### src/rtl/laserdrop_pkg.sv
// Shared definitions for the FTDI receive path.
//   rd_state_t          : read-strobe FSM states
//   DEF_*               : default FIFO depth and RD# timing (in system clocks)
//   max_u               : helper for sizing counters from timing parameters
package laserdrop_pkg;

    localparam int unsigned DEF_DEPTH          = 16;
    localparam int unsigned DEF_RD_LOW_CYCLES  = 3;
    localparam int unsigned DEF_RD_HIGH_CYCLES = 4;

    typedef enum logic [1:0] {
        ST_IDLE       = 2'd0,
        ST_RD_LOW     = 2'd1,
        ST_RD_RECOVER = 2'd2
    } rd_state_t;

    function automatic int unsigned max_u(input int unsigned a, input int unsigned b);
        return (a > b) ? a : b;
    endfunction

endpackage

### src/rtl/ftdi_reader_if.sv
// FTDI async-FIFO read bus plus the downstream byte stream.
//   rxf        : FTDI RXF#, active-low, asynchronous (FTDI -> reader)
//   adbus_in   : FTDI data bus (FTDI -> reader)
//   ftdi_rd    : FTDI RD#, active-low (reader -> FTDI)
//   data_out   : head byte of the reader FIFO (reader -> consumer)
//   data_valid : FIFO non-empty (reader -> consumer)
//   data_ready : consumer takes the head byte this cycle (consumer -> reader)
// master = the reader, slave = the FTDI/consumer side.
interface ftdi_reader_if;

    logic       rxf;
    logic [7:0] adbus_in;
    logic       ftdi_rd;
    logic [7:0] data_out;
    logic       data_valid;
    logic       data_ready;

    modport master (
        input  rxf, adbus_in, data_ready,
        output ftdi_rd, data_out, data_valid
    );

    modport slave (
        output rxf, adbus_in, data_ready,
        input  ftdi_rd, data_out, data_valid
    );

endinterface

### src/rtl/byte_fifo.sv
// Synchronous first-word-fall-through byte FIFO.
//   clock, reset : system clock, synchronous active-high reset
//   push         : write push_data this cycle (caller guarantees not full)
//   pop_req      : consumer wants the head byte; ignored while empty
//   data_out     : head byte, zero while empty
//   data_valid   : FIFO non-empty
//   count        : occupancy 0..DEPTH
module byte_fifo #(
    parameter int unsigned DEPTH = 16
) (
    input  logic                     clock,
    input  logic                     reset,
    input  logic                     push,
    input  logic [7:0]               push_data,
    input  logic                     pop_req,
    output logic [7:0]               data_out,
    output logic                     data_valid,
    output logic [$clog2(DEPTH):0]   count
);

    localparam int unsigned AW = $clog2(DEPTH);

    logic [7:0]    mem [DEPTH];
    logic [AW-1:0] wr_ptr;
    logic [AW-1:0] rd_ptr;
    logic          pop;

    assign data_valid = (count != '0);
    assign pop        = pop_req && data_valid;
    assign data_out   = data_valid ? mem[rd_ptr] : '0;

    always_ff @(posedge clock) begin
        if (push) begin
            mem[wr_ptr] <= push_data;
        end
    end

    // Pointers wrap naturally because DEPTH is a power of two.
    always_ff @(posedge clock) begin
        if (reset) begin
            wr_ptr <= '0;
            rd_ptr <= '0;
            count  <= '0;
        end else begin
            if (push) begin
                wr_ptr <= wr_ptr + 1'b1;
            end
            if (pop) begin
                rd_ptr <= rd_ptr + 1'b1;
            end
            case ({push, pop})
                2'b10:   count <= count + 1'b1;
                2'b01:   count <= count - 1'b1;
                default: count <= count;
            endcase
        end
    end

endmodule

### src/rtl/ftdi_reader.sv
// Reads bytes from an FTDI async FIFO interface into a local FWFT FIFO.
//   clock, reset : 50 MHz system clock, synchronous active-high reset
//   en           : permits new reads
//   bus_grant    : ADBUS is not driven by the FPGA, a read may start
//   bus          : FTDI RD#/RXF#/ADBUS and the downstream byte stream
//   busy         : a read transaction is in RD_LOW or RD_RECOVER
//   count        : FIFO occupancy
module ftdi_reader
    import laserdrop_pkg::*;
#(
    parameter int unsigned DEPTH          = DEF_DEPTH,
    parameter int unsigned RD_LOW_CYCLES  = DEF_RD_LOW_CYCLES,
    parameter int unsigned RD_HIGH_CYCLES = DEF_RD_HIGH_CYCLES
) (
    input  logic                   clock,
    input  logic                   reset,
    input  logic                   en,
    input  logic                   bus_grant,
    ftdi_reader_if.master          bus,
    output logic                   busy,
    output logic [$clog2(DEPTH):0] count
);

    localparam int unsigned CNTW = $clog2(DEPTH) + 1;
    localparam int unsigned CW   = $clog2(max_u(RD_LOW_CYCLES, RD_HIGH_CYCLES) + 1);

    rd_state_t     state;
    rd_state_t     state_n;
    logic [CW-1:0] cyc;
    logic [CW-1:0] cyc_n;
    logic          rxf_meta;
    logic          rxf_s;
    logic          push;
    logic          start_ok;

    // RXF# idles high, so the synchronizer resets to "no data".
    always_ff @(posedge clock) begin
        if (reset) begin
            rxf_meta <= 1'b1;
            rxf_s    <= 1'b1;
        end else begin
            rxf_meta <= bus.rxf;
            rxf_s    <= rxf_meta;
        end
    end

    // Checking for room at start means the push can never hit a full FIFO.
    assign start_ok = en && bus_grant && !rxf_s && (count < CNTW'(DEPTH));
    assign busy     = (state != ST_IDLE);

    always_ff @(posedge clock) begin
        if (reset) begin
            state       <= ST_IDLE;
            cyc         <= '0;
            bus.ftdi_rd <= 1'b1;
        end else begin
            state       <= state_n;
            cyc         <= cyc_n;
            // Registered from the next state so RD# has no input-to-output path.
            bus.ftdi_rd <= (state_n != ST_RD_LOW);
        end
    end

    always_comb begin
        state_n = state;
        cyc_n   = cyc + 1'b1;
        push    = 1'b0;
        case (state)
            ST_IDLE: begin
                cyc_n = '0;
                if (start_ok) begin
                    state_n = ST_RD_LOW;
                end
            end
            ST_RD_LOW: begin
                if (cyc == CW'(RD_LOW_CYCLES - 1)) begin
                    push    = 1'b1;
                    state_n = ST_RD_RECOVER;
                    cyc_n   = '0;
                end
            end
            ST_RD_RECOVER: begin
                if (cyc == CW'(RD_HIGH_CYCLES - 1)) begin
                    state_n = ST_IDLE;
                    cyc_n   = '0;
                end
            end
            default: begin
                state_n = ST_IDLE;
                cyc_n   = '0;
            end
        endcase
    end

    byte_fifo #(
        .DEPTH(DEPTH)
    ) u_fifo (
        .clock      (clock),
        .reset      (reset),
        .push       (push),
        .push_data  (bus.adbus_in),
        .pop_req    (bus.data_ready),
        .data_out   (bus.data_out),
        .data_valid (bus.data_valid),
        .count      (count)
    );

endmodule

### src/flat_wrapper.sv
// flat-port wrapper written by rule: the top's interface ports become plain ports
module ftdi_reader_flat import laserdrop_pkg::*;
#(
    parameter int unsigned DEPTH          = DEF_DEPTH,
    parameter int unsigned RD_LOW_CYCLES  = DEF_RD_LOW_CYCLES,
    parameter int unsigned RD_HIGH_CYCLES = DEF_RD_HIGH_CYCLES
)
  (clock, reset, en, bus_grant, busy, count, bus_rxf, bus_adbus_in, bus_data_ready, bus_ftdi_rd, bus_data_out, bus_data_valid);
  ftdi_reader_if bus_i ();
  input  logic clock;
  input  logic reset;
  input  logic en;
  input  logic bus_grant;
  output logic busy;
  output logic [$clog2(DEPTH):0] count;
  input wire logic [$bits(bus_i.rxf)-1:0] bus_rxf;
  input wire logic [$bits(bus_i.adbus_in)-1:0] bus_adbus_in;
  input wire logic [$bits(bus_i.data_ready)-1:0] bus_data_ready;
  output wire logic [$bits(bus_i.ftdi_rd)-1:0] bus_ftdi_rd;
  output wire logic [$bits(bus_i.data_out)-1:0] bus_data_out;
  output wire logic [$bits(bus_i.data_valid)-1:0] bus_data_valid;
  assign bus_i.rxf = bus_rxf;
  assign bus_i.adbus_in = bus_adbus_in;
  assign bus_i.data_ready = bus_data_ready;
  assign bus_ftdi_rd = bus_i.ftdi_rd;
  assign bus_data_out = bus_i.data_out;
  assign bus_data_valid = bus_i.data_valid;
  ftdi_reader #(.DEPTH(DEPTH), .RD_LOW_CYCLES(RD_LOW_CYCLES), .RD_HIGH_CYCLES(RD_HIGH_CYCLES)) u_core (.clock(clock), .reset(reset), .en(en), .bus_grant(bus_grant), .bus(bus_i), .busy(busy), .count(count));
endmodule
### config.mk
export PLATFORM = sky130hd
export DESIGN_NAME = ftdi_reader_flat
export DESIGN_NICKNAME = d
export VERILOG_FILES = /design/src/rtl/laserdrop_pkg.sv /design/src/rtl/ftdi_reader_if.sv /design/src/rtl/byte_fifo.sv /design/src/rtl/ftdi_reader.sv /design/src/flat_wrapper.sv
export SDC_FILE = /design/constraint.sdc
export NUM_CORES = 1
export LEC_CHECK = 0
export CAP_MARGIN = 0
export CORE_MARGIN = 3
export CORE_UTILIZATION = 50
export DETAILED_ROUTE_END_ITERATION = 10
export PLACE_DENSITY = 0.68
export SYNTH_ARGS = -nofsm -noshare
export SYNTH_HDL_FRONTEND = slang
export SYNTH_SLANG_ARGS = --single-unit
### constraint.sdc
create_clock -name clock -period 2.85 [get_ports clock]
set_input_delay 0.285 -clock clock [delete_from_list [all_inputs] [get_ports clock]]
set_output_delay 0.285 -clock clock [all_outputs]
set_load 0.01 [all_outputs]
# After elaboration in Yosys (flattened, before gate mapping)
# Memory sizes are Yosys's and may differ from the RTL's. A register that Yosys moved wholly into a read port is not among the register bits.
# Index checks and enable logic that the tools add are counted.
[totals]
reg_bits = 21
mem_bits_rw = 128
input_bits = 14
out_inout_bits = 16
word_cells = 46
memories = 1
[mem_list]
columns = ["name", "depth", "width", "rd", "rd_ports_with_merged_regs", "wr", "line", "text"]
rows = [
  ["u_core.u_fifo.mem", 16, 8, 1, 1, 1, "byte_fifo.sv:23", "logic [7:0] mem [DEPTH];"],
]
[op_classes]
addsub = 5
order_cmp = 1
eq_ne = 7
n_mux = 15
n_reduce_logical = 9
[op_table]
columns = ["operator", "count"]
rows = [
  ["one-hot mux 5 bit (2 select lines)", 1],
  ["adder 4 x 1 -> 4 bit (second input constant)", 2],
  ["two-way mux 4 bit", 2],
  ["two-way mux 8 bit", 1],
  ["== test 3 x 2 -> 1 bit (second input constant)", 2],
  ["two-way mux 2 bit", 3],
  ["two-way mux 3 bit", 2],
  ["one-hot mux 2 bit (3 select lines)", 1],
  ["one-hot mux 3 bit (2 select lines)", 1],
  ["adder 5 x 1 -> 5 bit (second input constant)", 1],
  ["less-than comparator 5 bit (second input constant)", 1],
  ["nonzero test 5 bit", 1],
  ["subtractor 5 x 1 -> 5 bit (second input constant)", 1],
  ["== test 2 x 1 -> 1 bit (second input constant)", 2],
  ["== test 2 bit (second input constant)", 2],
  ["logical AND 1 bit", 4],
  ["two-way mux 1 bit", 4],
  ["nonzero test 2 bit", 2],
  ["adder 3 x 1 -> 3 bit (second input constant)", 1],
  ["zero test 2 bit", 1],
  ["inequality test 2 x 1 -> 1 bit (second input constant)", 1],
  ["zero test 1 bit", 1],
]

# Logic depth before layout (Yosys ltp)
[depth]
depth_word = 6
depth_mapped = 12
depth_no_buf = 11

# By module
# A second synthesis with hierarchy kept.
[hier_totals]
hier_cells = 364
area_unflattened_um2 = 6406.1
[by_module_without_submodules]
columns = ["module", "n_inst", "cells_per_inst", "area_each_um2", "seq_area_each_um2"]
rows = [
  ["byte_fifo", 1, 322, 5969.5, 4184.0],
  ["ftdi_reader", 1, 42, 436.7, 160.2],
]

# Worst setup path after synthesis
# OpenSTA, ideal clock, no wires.
[synth_timing]
path_kind = "register -> register"
start = "reg u_core.u_fifo.count[1]"
end = "reg u_core.u_fifo.count[2]"
setup_time_ps = 70
arrival_time_ps = 2796
required_ps = 2780
path_slack_ps = -16
stages_incl_launch_ff = 12
path_buffers = 1
synth_period_minus_slack_ps = 2866
path_cell_list = "dfxtp_1 buf_6 or4_4 o21ai_2 inv_1 ha_1 xor2_1 ha_1 nor4bb_1 nor3_1 or4_1 a21oi_1"
[synth_between]
elab_chain_len = 4
word_cells_on_any_way = 8
cone_classes = "add/sub: 2; eq/ne: 2; mux: 1; reduce/logical: 3"
[synth_rtl]
columns = ["item", "line", "text"]
rows = [
  ["from (decl)", "byte_fifo.sv:18", "output logic [$clog2(DEPTH):0] count"],
  ["from (signal assigned)", "byte_fifo.sv:52", "2'b10: count <= count + 1'b1;"],
  ["from (signal assigned)", "byte_fifo.sv:53", "2'b01: count <= count - 1'b1;"],
  ["from (signal assigned)", "byte_fifo.sv:54", "default: count <= count;"],
  ["nonzero test 5 bit *", "byte_fifo.sv:28", "assign data_valid = (count != '0);"],
  ["logical AND 1 bit *", "byte_fifo.sv:29", "assign pop = pop_req && data_valid;"],
  ["net u_core.u_fifo.pop", "byte_fifo.sv:26", "logic pop;"],
  ["== test 2 x 1 -> 1 bit / == test 2 bit (equally long branches)", "byte_fifo.sv:51", "case ({push, pop})"],
  ["one-hot mux 5 bit (2 select lines) / nonzero test 2 bit (equally long branches)", "-", ""],
]
# Mark *: on every way through the listed nets, which the timed path passes. The rest lies on a longest branch.
# A chain may end at the register's enable or synchronous reset.

# Worst setup path after layout
[layout_timing]
start = "reg u_core.u_fifo.count[0]"
end = "reg u_core.u_fifo.count[2]"
# The elaborated chain is that of the path after synthesis.

==> results.txt <==
The count of H-tree levels built during CTS came out at 4. The die height is 118 um. For the final database, setup skew stands at 6.33 ps. The longest clock path from root to sink contains 2 buffers. For this run, the leading register cell type out of synthesis is edfxtp_1.

The per-cell via count in the routed design is 5.41. The relative max-transition margin came out at 0.620. The highest clock rate came out at 0.364 GHz. At the pin with the least slew margin, the transition time is 567 ps. The overall overflow remaining after global route came out at 0. Ranked by total cell area, the synthesized netlist is headed by edfxtp_1, mux4_2, dfxtp_1. The net count after synthesis is 394. The standard cell core area is 12200 sq um. The share of post-route cells with drive strength above 1 came out at 0.259. The share of the synthesized area in compound gates (AO/OA/AOI/OAI) came out at 0.0342. The total cell area at the placement stage is 6960 sq um. For this run, design rule violations remaining after detail routing come to 0. Of the synthesized area, sequential elements account for 0.690. The growth of design area from synthesis to finish came out at 21.3%. The worst reg-to-reg path cell count is 11. The top-area cell type share of the netlist area came out at 0.610. The mean routed wirelength per cell is 19.3 um.

The count of cells along the worst hold path came out at 1. The final standard cell utilization of the core is 0.628. The time the final worst path needs with I/O delays and setup is 2750 ps.

The setup slack of the most critical reg-to-reg path is 100 ps. Entering global routing, the biggest net connects 33 pins. In this run the critical register-to-register path is captured at u_core.u_fifo.count[2]$_SDFFE_PP0P_. The critical path's most frequent cell is a21oi_1. The dominant combinational cell family by area after synthesis is multiplexers.

The final-report setup violation count is 0. The number of antenna cells inserted is 0. Along the worst path, the maximum fanout reaches 5.

The power density relative to cell area is 644 nW/um^2. The initialized floorplan defines 40 standard-cell rows. TritonCTS built the clock tree. The post-synthesis simple-gate area fraction came out at 0.0640. The first-pass GRT wire length came out at 18800 um.

Setup repair after global routing could not meet its margin everywhere. The number of CTS-inserted buffers came out at 17. The total via count in the routed design came out at 3291. Counting every instance in the synthesized netlist gives 365.

Data on the critical path arrives at its endpoint at 3100 ps. Hold timing on the final database bottoms out at a slack of 410 ps. The most common cell in the synthesized netlist is edfxtp_1.

The number of buffers inserted by hold repair at cts came out at 0. The total count of hold-check failures in the final report is 0. The initial standard-cell utilization of the core came out at 0.518. The analysis attributes to cell leakage a power of 0.00250 uW. The count of port buffers added during placement came out at 29. Of all flip-flops after synthesis, the portion carrying an async set or reset was 0.

The largest individual stage delay along the critical path comes from the cell or4_4. The count of placed standard cells in the final layout, fillers left out is 608. The number of detailed-routing iterations run before antenna repair came out at 4.

The cell at the root of the clock tree is clkbuf_16. The half-perimeter wire length after placement came out at 7510 um. The post-layout instance area came out at 7640 sq um. Dividing the final minimum period by the clock period gives 0.964. The number of register bits inferred by synthesis is 153. Of the total synthesized cell area, the portion taken by XOR and XNOR cells is 0.00973.

The critical path goes through or4_4 > o21ai_4 > inv_1 > ha_1 > xor2_1 > ha_2 > buf_4 > a21oi_1 > o21a_1 > or4_1 > a21oi_1. In this design, the stage delay of the slowest critical-path cell is 580 ps. The cell area that synthesis handed to floorplanning was 6300 sq um.

Counting instances in the post-synthesis netlist gives the leading cell types as edfxtp_1, mux4_2, nor2_1, dfxtp_1, mux2i_1. The number of sinks driven by the clock tree came out at 153. Yosys printed 0 warnings.

The number of global-route vias before repair came to 3502. The library cell occupying the most area in the post-synthesis netlist is edfxtp_1. The cell total after placement came out at 575. The number of max-cap violations came out at 0.

Of the total synthesized cell area, the portion taken by full adders, half adders and majority gates is 0.0298. After the first detailed-routing iteration, the DRC count stood at 207. The critical register-to-register path startpoint is u_core.u_fifo.count[0]$_SDFFE_PP0P_. In the global route stage, overall resource usage came out at 0.179. The count of flip-flops with a built-in enable after synthesis is 128. The flow ran to the end, and the final reports show no timing, DRC or antenna violations. The initial antenna violation count is 0. The path class of the lowest-slack min-delay path is reg2reg. The final estimated routing congestion in global placement came out at 0.896.

The category of the worst setup path launch point is a flip-flop. The mean instance size in the synthesized netlist is 17.3 sq um. The total power is 4920 uW. The number of distinct library cell variants in the gate-level netlist after synthesis is 52.

The peak ir drop on the vdd network came out at 294 uV. The worst min-delay path endpoint is u_core.rxf_s$_SDFF_PP1_. For the worst-skew pair, the clock arrives at the later sink with an insertion delay of 420 ps. The width of the chip came out at 118 um. The critical path data required time is 3200 ps. The final layout contains 456 nets.

The wire length reported by the detailed router is 11700 um. The post-synthesis mux area share came out at 0.146. Clock-pin slew was measured on the worst setup and hold paths at 60 ps. The residual antenna-violating net count after detailed routing came out at 0. STA classifies the critical path endpoint as a flip-flop. The critical path in this run is classified as reg2reg. The worst hold path begins at u_core.rxf_meta$_SDFF_PP1_. The total die area is 14000 sq um.

The number of top-level pins is 30. The final count of pins violating max slew was 0.
==> flip-flops by register name, summed over array words and instances (netlist names), named ones only <==
signal and flops:
u_core.u_fifo.mem 128, u_core.state 2, u_core.u_fifo.count 5, u_core.rxf_meta 1, u_core.u_fifo.wr_ptr 4, u_core.cyc 3
u_core.bus.ftdi_rd 1, u_core.rxf_s 1, u_core.u_fifo.rd_ptr 4
==> metal layers <==
layer / part of all wire / track usage / vias to the layer above / wire length, um
met5: 0 / 0 / - / 0
met4: 0.021 / 0.0762 / 0 / 246
met3: 0.030 / 0.0373 / 18 / 352
met2: 0.52 / 0.303 / 68 / 6080
met1: 0.43 / 0.225 / 1654 / 5070
li1: - / - / 1551 / -
==> report_power, final <==
group	internal [uW]	total, uW	switching (uW)
combinational	22.4	59.1	36.7
sequential	2420	2420	0.687
clock	1560	2440	885
==> repair_timing <==
action	in CTS	in global routing
endpoints found under the setup margin	0	2
hold endpoints to repair	0	0
setup buffers	0	0
resized for setup	0	3
==> worst max path at each step <==
stage,start,end,slack [ps],cells after the start
global route,u_core.u_fifo.count[0]$_SDFFE_PP0P_,u_core.u_fifo.count[2]$_SDFFE_PP0P_,-30,11
floorplan,u_core.u_fifo.count[1]$_SDFFE_PP0P_,u_core.u_fifo.count[2]$_SDFFE_PP0P_,3,11
finish,u_core.u_fifo.count[0]$_SDFFE_PP0P_,u_core.u_fifo.count[2]$_SDFFE_PP0P_,100,11
detailed placement,u_core.u_fifo.count[0]$_SDFFE_PP0P_,u_core.u_fifo.count[2]$_SDFFE_PP0P_,90,10
CTS,flip-flop,bus_data_out[7],30,5
global placement,u_core.u_fifo.count[0]$_SDFFE_PP0P_,u_core.u_fifo.count[2]$_SDFFE_PP0P_,160,10
==> final cells by class <==
| class | instances | area [sq um] |
|---|---|---|
| multi-input cells | 181 | 1800 |
| repair buffers | 62 | 581 |
| well taps | 168 | 210 |
| flip-flops and latches | 153 | 4350 |
| clock inverters | 15 | 223 |
| clock buffers | 17 | 425 |
| inverters | 12 | 52.6 |
| fillers | 913 | 4520 |
==> kinds of logic after synthesis <==
family,after synthesis
flip-flops,153
AND/OR/NAND/NOR,77
multiplexers,51
AO/OA/AOI/OAI,31
buffers and inverters,31
adder cells (fa/ha/maj),15
XOR/XNOR,7
==> stage by stage <==
step                      worst slack [ps]  TNS [ps]
after floorplan                       3.47         0
after global placement                 157         0
after detailed placement              85.1         0
after CTS                             25.5         0
after global routing                 -31.3     -31.3
final                                  103         0
==> layout by cell type (no fill, tap or decap), drive strengths merged, types with 3 or more instances in the layout <==
master	count
edfxtp	128
mux4	32
buf	32
nor2	30
clkdlybuf4s50	29
dfxtp	25
clkbuf	18
mux2i	17
ha	15
inv	15
nand2	12
o22ai	8
xor2	7
nor3	7
a21oi	7
clkinvlp	5
bufinv	5
nand2b	4
nand3	3
o211ai	3
a211oi	3
o21ai	3
or4	3
or2	3
==> critical path, delay by kind of cell, from the launching register on <==
| family | cells | cell delay (ps) |
|---|---|---|
| AO/OA/AOI/OAI | 4 | 550 |
| XOR/XNOR | 1 | 150 |
| adder cells (fa/ha/maj) | 2 | 420 |
| buffers and inverters | 2 | 200 |
| flip-flops | 1 | 310 |
| AND/OR/NAND/NOR | 2 | 1050 |
Power figures use the tool's default switching activity.
